$ cat config.mk
export PLATFORM = sky130hd
export DESIGN_NAME = helios_host_sequencer
export DESIGN_NICKNAME = d
export VERILOG_FILES = /design/src/rtl/helios_host_sequencer_pkg.sv /design/src/rtl/helios_host_sequencer.sv
export SDC_FILE = /design/constraint.sdc
export NUM_CORES = 1
export LEC_CHECK = 0
export CAP_MARGIN = 40
export CELL_PAD_IN_SITES_DETAIL_PLACEMENT = 0
export CELL_PAD_IN_SITES_GLOBAL_PLACEMENT = 2
export CORE_MARGIN = 8
export CORE_UTILIZATION = 30
export CTS_BUF_LIST = sky130_fd_sc_hd__clkbuf_2 sky130_fd_sc_hd__clkbuf_4 sky130_fd_sc_hd__clkbuf_8
export DETAILED_ROUTE_END_ITERATION = 7
export GPL_TIMING_DRIVEN = 0
export PLACE_DENSITY = 0.93
export SLEW_MARGIN = 20
export SYNTH_ARGS = -nofsm -noshare
export SYNTH_HDL_FRONTEND = slang
export SYNTH_SLANG_ARGS = --single-unit
$ cat constraint.sdc
create_clock -name clk_i -period 2.8 [get_ports clk_i]
set_input_delay 0.28 -clock clk_i [delete_from_list [all_inputs] [get_ports clk_i]]
set_output_delay 0.28 -clock clk_i [all_outputs]
set_load 0.01 [all_outputs]
$ cat src/rtl/helios_host_sequencer_pkg.sv
// Shared constants and types for the Helios host sequencer: the protocol
// marker bytes sent to the decoder, the sequencer state encoding, and a small
// helper used to size byte counters.
package helios_host_sequencer_pkg;

   // Marker that tells the decoder a new decoding session begins.
   localparam logic [7:0] START_DECODING_MSG      = 8'h01;
   // Marker that precedes every block of measurement payload bytes.
   localparam logic [7:0] MEASUREMENT_DATA_HEADER = 8'h02;

   typedef enum logic [2:0] {
      ST_IDLE       = 3'd0,
      ST_SEND_START = 3'd1,
      ST_SEND_HDR   = 3'd2,
      ST_SEND_MEAS  = 3'd3,
      ST_WAIT_RESP  = 3'd4,
      ST_RECV_STATS = 3'd5,
      ST_RECV_CORR  = 3'd6
   } seq_state_e;

   function automatic int unsigned max_u(input int unsigned a, input int unsigned b);
      return (a > b) ? a : b;
   endfunction

endpackage

$ cat src/rtl/helios_host_sequencer.sv
// Helios host sequencer: streams one test (optional START, HEADER, measurement
// payload) into the decoder input FIFO, then collects the decoder response
// (iteration count, 16-bit cycle count big-endian, correction bytes) and
// publishes per-test statistics.
//
// Optional feature, enabled by defining SEQ_TIMEOUT_EN: a response watchdog
// that abandons the test after TIMEOUT_CYCLES cycles without an rx byte and
// pulses timeout_o. Without the macro the sequencer waits indefinitely.
//
// Handshake semantics (all channels): a byte transfers on the rising clock
// edge of a cycle in which both valid and ready are high; a valid seen with
// ready low transfers nothing and the source must hold its byte.
module helios_host_sequencer
   import helios_host_sequencer_pkg::*;
#(
   parameter int unsigned MEAS_BYTES     = 18,
   parameter int unsigned CORR_BYTES     = 42,
   parameter int unsigned TIMEOUT_CYCLES = 4096
) (
   input  logic        clk_i,
   input  logic        rst_ni,
   input  logic        run_i,
   input  logic [7:0]  meas_data_i,
   input  logic        meas_valid_i,
   output logic        meas_ready_o,
   output logic [7:0]  tx_data_o,
   output logic        tx_valid_o,
   input  logic        tx_ready_i,
   input  logic [7:0]  rx_data_i,
   input  logic        rx_valid_i,
   output logic        rx_ready_o,
   output logic [7:0]  corr_data_o,
   output logic        corr_valid_o,
   output logic [7:0]  iteration_count_o,
   output logic [15:0] cycle_count_o,
   output logic        result_valid_o,
   output logic [31:0] test_count_o,
   output logic        busy_o,
`ifdef SEQ_TIMEOUT_EN
   output logic        timeout_o,
`endif
   output seq_state_e  state_o
);

   localparam int unsigned MAX_BYTES = max_u(MEAS_BYTES, CORR_BYTES);
   localparam int unsigned CNT_W     = $clog2(MAX_BYTES + 1);

   // Degenerate sizes would collapse counter widths to zero.
   if (MEAS_BYTES < 1 || CORR_BYTES < 1 || TIMEOUT_CYCLES < 2) begin : g_bad_params
      $error("helios_host_sequencer: MEAS_BYTES/CORR_BYTES must be >= 1 and TIMEOUT_CYCLES >= 2");
   end

   seq_state_e        state_q;
   logic              first_q;
   logic [CNT_W-1:0]  cnt_q;
   logic [7:0]        iter_q;
   logic [15:0]       cyc_q;
   logic [31:0]       test_count_q;
   logic              result_valid_q;
   logic              corr_valid_q;
   logic [7:0]        corr_data_q;
   logic              in_rx;
   logic              tx_xfer;
   logic              rx_xfer;

`ifdef SEQ_TIMEOUT_EN
   localparam int unsigned TMO_W = $clog2(TIMEOUT_CYCLES);
   logic [TMO_W-1:0]  tmo_q;
   logic              timeout_q;
   assign timeout_o = timeout_q;
`endif

   assign in_rx   = (state_q == ST_WAIT_RESP) || (state_q == ST_RECV_STATS) ||
                    (state_q == ST_RECV_CORR);
   assign rx_ready_o = in_rx;
   assign tx_xfer = tx_valid_o & tx_ready_i;
   assign rx_xfer = rx_valid_i & rx_ready_o;

   // Steer the tx and meas handshakes: fixed markers, or payload pass-through.
   always_comb begin
      tx_data_o    = 8'h00;
      tx_valid_o   = 1'b0;
      meas_ready_o = 1'b0;
      case (state_q)
         ST_SEND_START: begin
            tx_data_o  = START_DECODING_MSG;
            tx_valid_o = 1'b1;
         end
         ST_SEND_HDR: begin
            tx_data_o  = MEASUREMENT_DATA_HEADER;
            tx_valid_o = 1'b1;
         end
         ST_SEND_MEAS: begin
            tx_data_o    = meas_data_i;
            tx_valid_o   = meas_valid_i;
            meas_ready_o = tx_ready_i;
         end
         default: ;
      endcase
   end

   // Sequencer FSM with its byte counter, statistics and registered pulses.
   always_ff @(posedge clk_i or negedge rst_ni) begin
      if (!rst_ni) begin
         state_q        <= ST_IDLE;
         first_q        <= 1'b1;
         cnt_q          <= '0;
         iter_q         <= 8'h00;
         cyc_q          <= 16'h0000;
         test_count_q   <= 32'h0;
         result_valid_q <= 1'b0;
         corr_valid_q   <= 1'b0;
         corr_data_q    <= 8'h00;
`ifdef SEQ_TIMEOUT_EN
         tmo_q          <= '0;
         timeout_q      <= 1'b0;
`endif
      end else begin
         result_valid_q <= 1'b0;
         corr_valid_q   <= 1'b0;
         case (state_q)
            ST_IDLE: begin
               if (run_i) begin
                  // Only the first test after reset opens a decoding session.
                  state_q <= first_q ? ST_SEND_START : ST_SEND_HDR;
                  first_q <= 1'b0;
                  cnt_q   <= '0;
               end
            end
            ST_SEND_START: begin
               if (tx_xfer) begin
                  state_q <= ST_SEND_HDR;
                  cnt_q   <= '0;
               end
            end
            ST_SEND_HDR: begin
               if (tx_xfer) begin
                  state_q <= ST_SEND_MEAS;
                  cnt_q   <= '0;
               end
            end
            ST_SEND_MEAS: begin
               if (tx_xfer) begin
                  if (cnt_q == CNT_W'(MEAS_BYTES - 1)) begin
                     state_q <= ST_WAIT_RESP;
                     cnt_q   <= '0;
                  end else begin
                     cnt_q <= cnt_q + CNT_W'(1);
                  end
               end
            end
            ST_WAIT_RESP: begin
               if (rx_xfer) begin
                  iter_q  <= rx_data_i;
                  state_q <= ST_RECV_STATS;
                  cnt_q   <= '0;
               end
            end
            ST_RECV_STATS: begin
               if (rx_xfer) begin
                  if (cnt_q == '0) begin
                     cyc_q[15:8] <= rx_data_i;
                     cnt_q       <= CNT_W'(1);
                  end else begin
                     cyc_q[7:0] <= rx_data_i;
                     state_q    <= ST_RECV_CORR;
                     cnt_q      <= '0;
                  end
               end
            end
            ST_RECV_CORR: begin
               if (rx_xfer) begin
                  corr_valid_q <= 1'b1;
                  corr_data_q  <= rx_data_i;
                  if (cnt_q == CNT_W'(CORR_BYTES - 1)) begin
                     state_q        <= ST_IDLE;
                     cnt_q          <= '0;
                     result_valid_q <= 1'b1;
                     test_count_q   <= test_count_q + 32'd1;
                  end else begin
                     cnt_q <= cnt_q + CNT_W'(1);
                  end
               end
            end
            default: begin
               state_q <= ST_IDLE;
               cnt_q   <= '0;
            end
         endcase
`ifdef SEQ_TIMEOUT_EN
         // Watchdog: any rx byte restarts it; expiry abandons the test quietly.
         timeout_q <= 1'b0;
         if (!in_rx || rx_xfer) begin
            tmo_q <= '0;
         end else if (tmo_q == TMO_W'(TIMEOUT_CYCLES - 1)) begin
            tmo_q     <= '0;
            timeout_q <= 1'b1;
            state_q   <= ST_IDLE;
            cnt_q     <= '0;
         end else begin
            tmo_q <= tmo_q + TMO_W'(1);
         end
`endif
      end
   end

   assign corr_data_o       = corr_data_q;
   assign corr_valid_o      = corr_valid_q;
   assign iteration_count_o = iter_q;
   assign cycle_count_o     = cyc_q;
   assign result_valid_o    = result_valid_q;
   assign test_count_o      = test_count_q;
   assign busy_o            = (state_q != ST_IDLE);
   assign state_o           = state_q;

endmodule
== Word level (Yosys, flattened, before mapping) ==
Index checks and enable logic that the tools add are counted.

* Register bits after elaboration: 76
* Logic and storage cells: 78
* Output and inout bits: 81
* Bits of input ports: 22

* Bitwise operators: 3
* Add/subtract/negate cells: 2
* Muxes and demuxes: 30
* Equal/unequal tests: 19
* Reductions and logical operators: 14

{| class="wikitable"
|+ Operators by type and width
! cell !! count
|-
| two-way mux 6 bit || 8
|-
| case mux 6 bit (6 select lines) || 1
|-
| adder 32 x 1 -> 32 bit, second input constant || 1
|-
| two-way mux 3 bit || 10
|-
| case mux 8 bit (3 select lines) || 1
|-
| case mux 3 bit (7 select lines) || 1
|-
| inequality test 2 bit, second input constant || 9
|-
| AND reduction 10 bit || 1
|-
| equality test 3 bit, second input constant || 3
|-
| AND reduction 3 bit || 3
|-
| two-way mux 1 bit || 7
|-
| adder 6 x 1 -> 6 bit, second input constant || 1
|-
| equality test 3 x 2 -> 1 bit, second input constant || 2
|-
| equality test 6 x 5 -> 1 bit, second input constant || 1
|-
| equality test 6 bit, second input constant || 1
|-
| logical NOT 6 bit || 1
|-
| AND reduction 2 bit || 3
|-
| AND reduction 6 bit || 1
|-
| inequality test 2 x 1 -> 1 bit, second input constant || 2
|-
| equality test 3 x 1 -> 1 bit, second input constant || 1
|-
| logical NOT 3 bit || 1
|-
| nonzero test 3 bit || 1
|-
| AND 1 bit || 2
|-
| logical OR 1 bit || 2
|-
| 4 further kinds || 4
|}

== Logic depth before layout (Yosys ltp) ==
* Word-level depth: 6
* Depth in mapped cells: 8
* Mapped depth without buffers: 7

== Worst setup path after synthesis ==
Ideal clock, no wire load.

* Path kind: reg-to-reg
* Start point: register cnt_q[1]
* End point: register state_q[0] (netlist: state_o[0])
* Buffers on the path: 0
* Slack: 782 ps
* Arrival time: 1893 ps
* Clock period less this slack: 2018 ps
* Required time: 2675 ps
* Cell stages (with the launch flop): 8
* Library setup time: 125 ps
* Cell sequence: dfrtp_1 -> inv_1 -> ha_1 -> and4bb_2 -> nand2_1 -> a32o_1 -> nor4_1 -> mux2_2

* Longest elaborated chain between the ends: 3
* Elaborated cells on any way between the ends: 7
* Those cells by class: eq/ne (5); reduce/logical (2)

{| class="wikitable"
|+ Ends and longest elaborated chain
! item !! RTL line !! text
|-
| start: declaration || helios_host_sequencer.sv:55 || <nowiki>logic [CNT_W-1:0] cnt_q;</nowiki>
|-
| start signal: assignment || helios_host_sequencer.sv:148 || <nowiki>cnt_q <= cnt_q + CNT_W'(1);</nowiki>
|-
| start signal: assignment || helios_host_sequencer.sv:181 || <nowiki>cnt_q <= cnt_q + CNT_W'(1);</nowiki>
|-
| equality test 6 x 5 -> 1 bit, or another cell as far along || helios_host_sequencer.sv:144 || <nowiki>if (cnt_q == CNT_W'(MEAS_BYTES - 1)) begin</nowiki>
|-
| inequality test 2 bit (no source line) or inequality test 2 x 1 -> 1 bit (tied branches) || - ||
|-
| AND reduction 10 bit (no source line) (*) || - ||
|-
| end signal: assignment || helios_host_sequencer.sv:125 || <nowiki>state_q <= first_q ? ST_SEND_START : ST_SEND_HDR;</nowiki>
|-
| end: declaration || helios_host_sequencer.sv:53 || <nowiki>seq_state_e state_q;</nowiki>
|}

Every way passes the cells marked *; elsewhere a longest branch is shown, timed or not.
A chain may end at the register's enable or synchronous reset.

== Final worst setup path ==
* Start point: register state_q[1] (netlist: state_o[1])
* End point: output tx_data_o[2]

* Longest elaborated chain between the ends: 2
* Elaborated cells on any way between the ends: 4
* Those cells by class: eq/ne (3); mux (1)

{| class="wikitable"
|+ Ends and longest elaborated chain
! item !! RTL line !! text
|-
| equality test 3 x 2 -> 1 bit or equality test 3 x 1 -> 1 bit (tied branches) || helios_host_sequencer.sv:84 || <nowiki>case (state_q)</nowiki>
|-
| case mux 8 bit (3 select lines) (*) || helios_host_sequencer.sv:84 ||
|-
| end: declaration || helios_host_sequencer.sv:26 || <nowiki>output logic [7:0] tx_data_o,</nowiki>
|}

Marks and branches as above.

==> metrics.txt <==
status=finished, final reports clean; CORE AREA=11420 um^2; Tot Pwr=4.029 mW; P&R area growth vs syn=42.22%; post-route clock period utilization=86.85%; Peak supply drop=477.6 uV; commonest non-fill, non-tap cells in the layout=clkdlybuf4s50_1, dfrtp_1, nand2_1; setup violators final=0; cell count after placement=567; Die Area=15460 um^2; H-tree levels=3; Max-slew headroom=56.42%; Worst Tran Pin Value=0.6537 ns; Initial Util=30.83%; DR WL/cell=15.87 um; cells taking the most area after synthesis=dfrtp_1, mux2_2, xnor2_1; port bufs=102; Longest Clk Path Bufs=2; CTS tree=done; largest fanout on the critical path=8; total number of vias=2821; drt pass-1 iters=4; vias in the first global route=2848; antenna-violating nets left=0; Max stage delay cell, worst path=clkdlybuf4s50_1; final worst slack=0.3681 ns; GPL Wtd Cong=0.7814; DRC=0; critical path's top delay family=simple AND/OR/NAND/NOR gates; wirelength, routed=9283 um; placed standard-cell area=4746 um^2; clk_lat worst skew=0.36 ns; CP arrival=2.15 ns; leakage=2.202 nW; Post-Layout Cell Count=585; initial antenna violation count=0; CTS sink cnt=76; Mapped Area=3521 um^2; top_reg_cell synth=dfrtp_1; GRT Total Usage=12.04%; post-CTS sizing=0; Antenna Cells=0; post-synthesis cell count=321; Yosys top cell area share=53.30%; CTS root buf=clkbuf_8; asr flop ratio synth=100.0%; crit-path cells=nand2_1, nor2_1, and2_1, clkdlybuf4s50_1; r2r startpoint=cnt_q[1]; most common cell after layout, fill and taps aside=clkdlybuf4s50_1; Via-to-Cell Ratio=4.822; dpl ws=0.2886 ns; skew final=0.01082 ns; Yosys reg bits=76; DRT iter0 DRCs=192; yosys warns=0; post-detail-place hpwl=6981 um; ratio of cells with drive above 1 in the final layout=12.90%; nets=463; CTS clk-pin slew, worst paths=0.08 ns; syn nets=347; Setup crit start kind=flip-flop; num rows=39; Final Slew Violations=0; Pwr per Cell Area=804.6 nW/um^2; Seq/Total Area, Yosys=54.05%; global-route wire length before repair=15380 um; Hold WC Path Type=input port to async pin; capturing element type of the critical path=output port; post-synthesis cell type count=45; final std cell area, no fill=5007 um^2; syn_area_per_cell=10.97 um^2; fin crit period=2.432 ns; dominant cell type by area after synthesis=dfrtp_1; Setup Crit Path Kind=flip-flop to output port; final hold vios=0; width of the chip=124.3 um; r2r worst-path depth=7; Crit path largest cell delay=0.54 ns; setup bufs post-CTS=0; Top Ports=103; total global routing overflow=0; Worst Hold Slack=0.3511 ns; Hold Buf Count CTS=1; MaxCap Viol Count=0; Worst Path Required=2.52 ns; internal reg-to-reg setup slack=0.56 ns; r2r endpoint=state_o[0]; unrepaired setup endpoints after global routing=no; Max Fclk=411.2 MHz; EDFF count, synth=0; number of buffers created by CTS=9; Buf+Inv Stages, Crit Path=1; largest net degree at the start of global routing=59; Die Y=124.3 um
[logic make-up (layout without fill, tap and decap cells)]
kind of cell | Yosys count | in the layout | share of synthesized area, %
compound gates | 29 | 29 | 6.112
buf+inv | 20 | 141 | 2.416
flops | 76 | 76 | 54.05
mux | 26 | 26 | 8.316
fa+ha+maj | 4 | 4 | 1.422
simple gates | 135 | 135 | 19.97
xor+xnor | 31 | 31 | 7.711
[report_power, final]
group          internal, mW  total [mW]  switching (mW)
clock network         0.604        1.02           0.417
registers              1.34        1.51           0.170
logic                 0.815        1.50           0.688
[sequential cells by signal, indices dropped and copies added, names as in the netlist]
signal             flops
result_valid_o         1
cnt_q                  6
cycle_count_o         16
state_o                3
corr_valid_o           1
iteration_count_o      8
test_count_o          32
first_q                1
corr_data_o            8
[layout make-up]
class | instances | area (um^2)
Inverter | 13 | 51.30
Clock buffer | 10 | 131.4
Clock inverter | 6 | 112.6
Sequential cell | 76 | 1903
Timing Repair Buffer | 105 | 1064
Buffer | 7 | 33.78
Fill cell | 1117 | 6411
Tap cell | 143 | 178.9
Multi-Input combinational cell | 225 | 1533
[worst reg2reg max path, stage by stage (launching register included)]
cell and delay (ns):
dfrtp_1 0.41, inv_1 0.09, ha_1 0.16, and4bb_2 0.27
nand2_1 0.16, a32o_1 0.37, nor4_1 0.31, mux2_2 0.36
[worst max-delay path by stage]
| stage | start | endpoint | slack, ns | depth (start not counted) |
|---|---|---|---|---|
| after floorplan | cnt_q[1] | state_o[0] | 0.78 | 7 |
| after global placement | rst_ni | state_o[0] | -1.23 | 1 |
| after global routing | state_o[1] | tx_data_o[2] | 0.12 | 4 |
| after CTS | state_o[1] | tx_data_o[2] | 0.32 | 4 |
| final | state_o[1] | tx_data_o[2] | 0.37 | 4 |
| after detailed placement | rx_valid_i | test_count_o[26] | 0.29 | 9 |
[cells in the mapped netlist, drive strengths merged, types with 2 or more instances]
cell type  instances
nor2b              4
xor2              10
inv               13
nand4             11
and3               7
or3                3
dfrtp             75
a22o               4
and2              10
o211a              2
o21ai              6
clkbuf             6
nor3              13
nor4               3
xnor2             21
a211oi             3
nand3             13
ha                 4
mux2              26
nor2              19
nand2             46
a21oi              5
[per-layer routing]
layer / track usage (%) / vias to the layer above / wire (um)
met4: 4.819 / 0 / 153
met5: 0 / - / 0
met2: 19.71 / 70 / 4559
met3: 3.447 / 12 / 477
met1: 14.54 / 1391 / 4093
li1: - / 1348 / -
[stage by stage]
stage | setup TNS, ns | utilization (%)
CTS | 0 | 43.79
floorplan | 0 | -
global placement | -91.88 | 41.34
finish | 0 | 43.85
detailed placement | 0 | 41.56
global route | 0 | 43.85
Power figures use the tool's default switching activity.
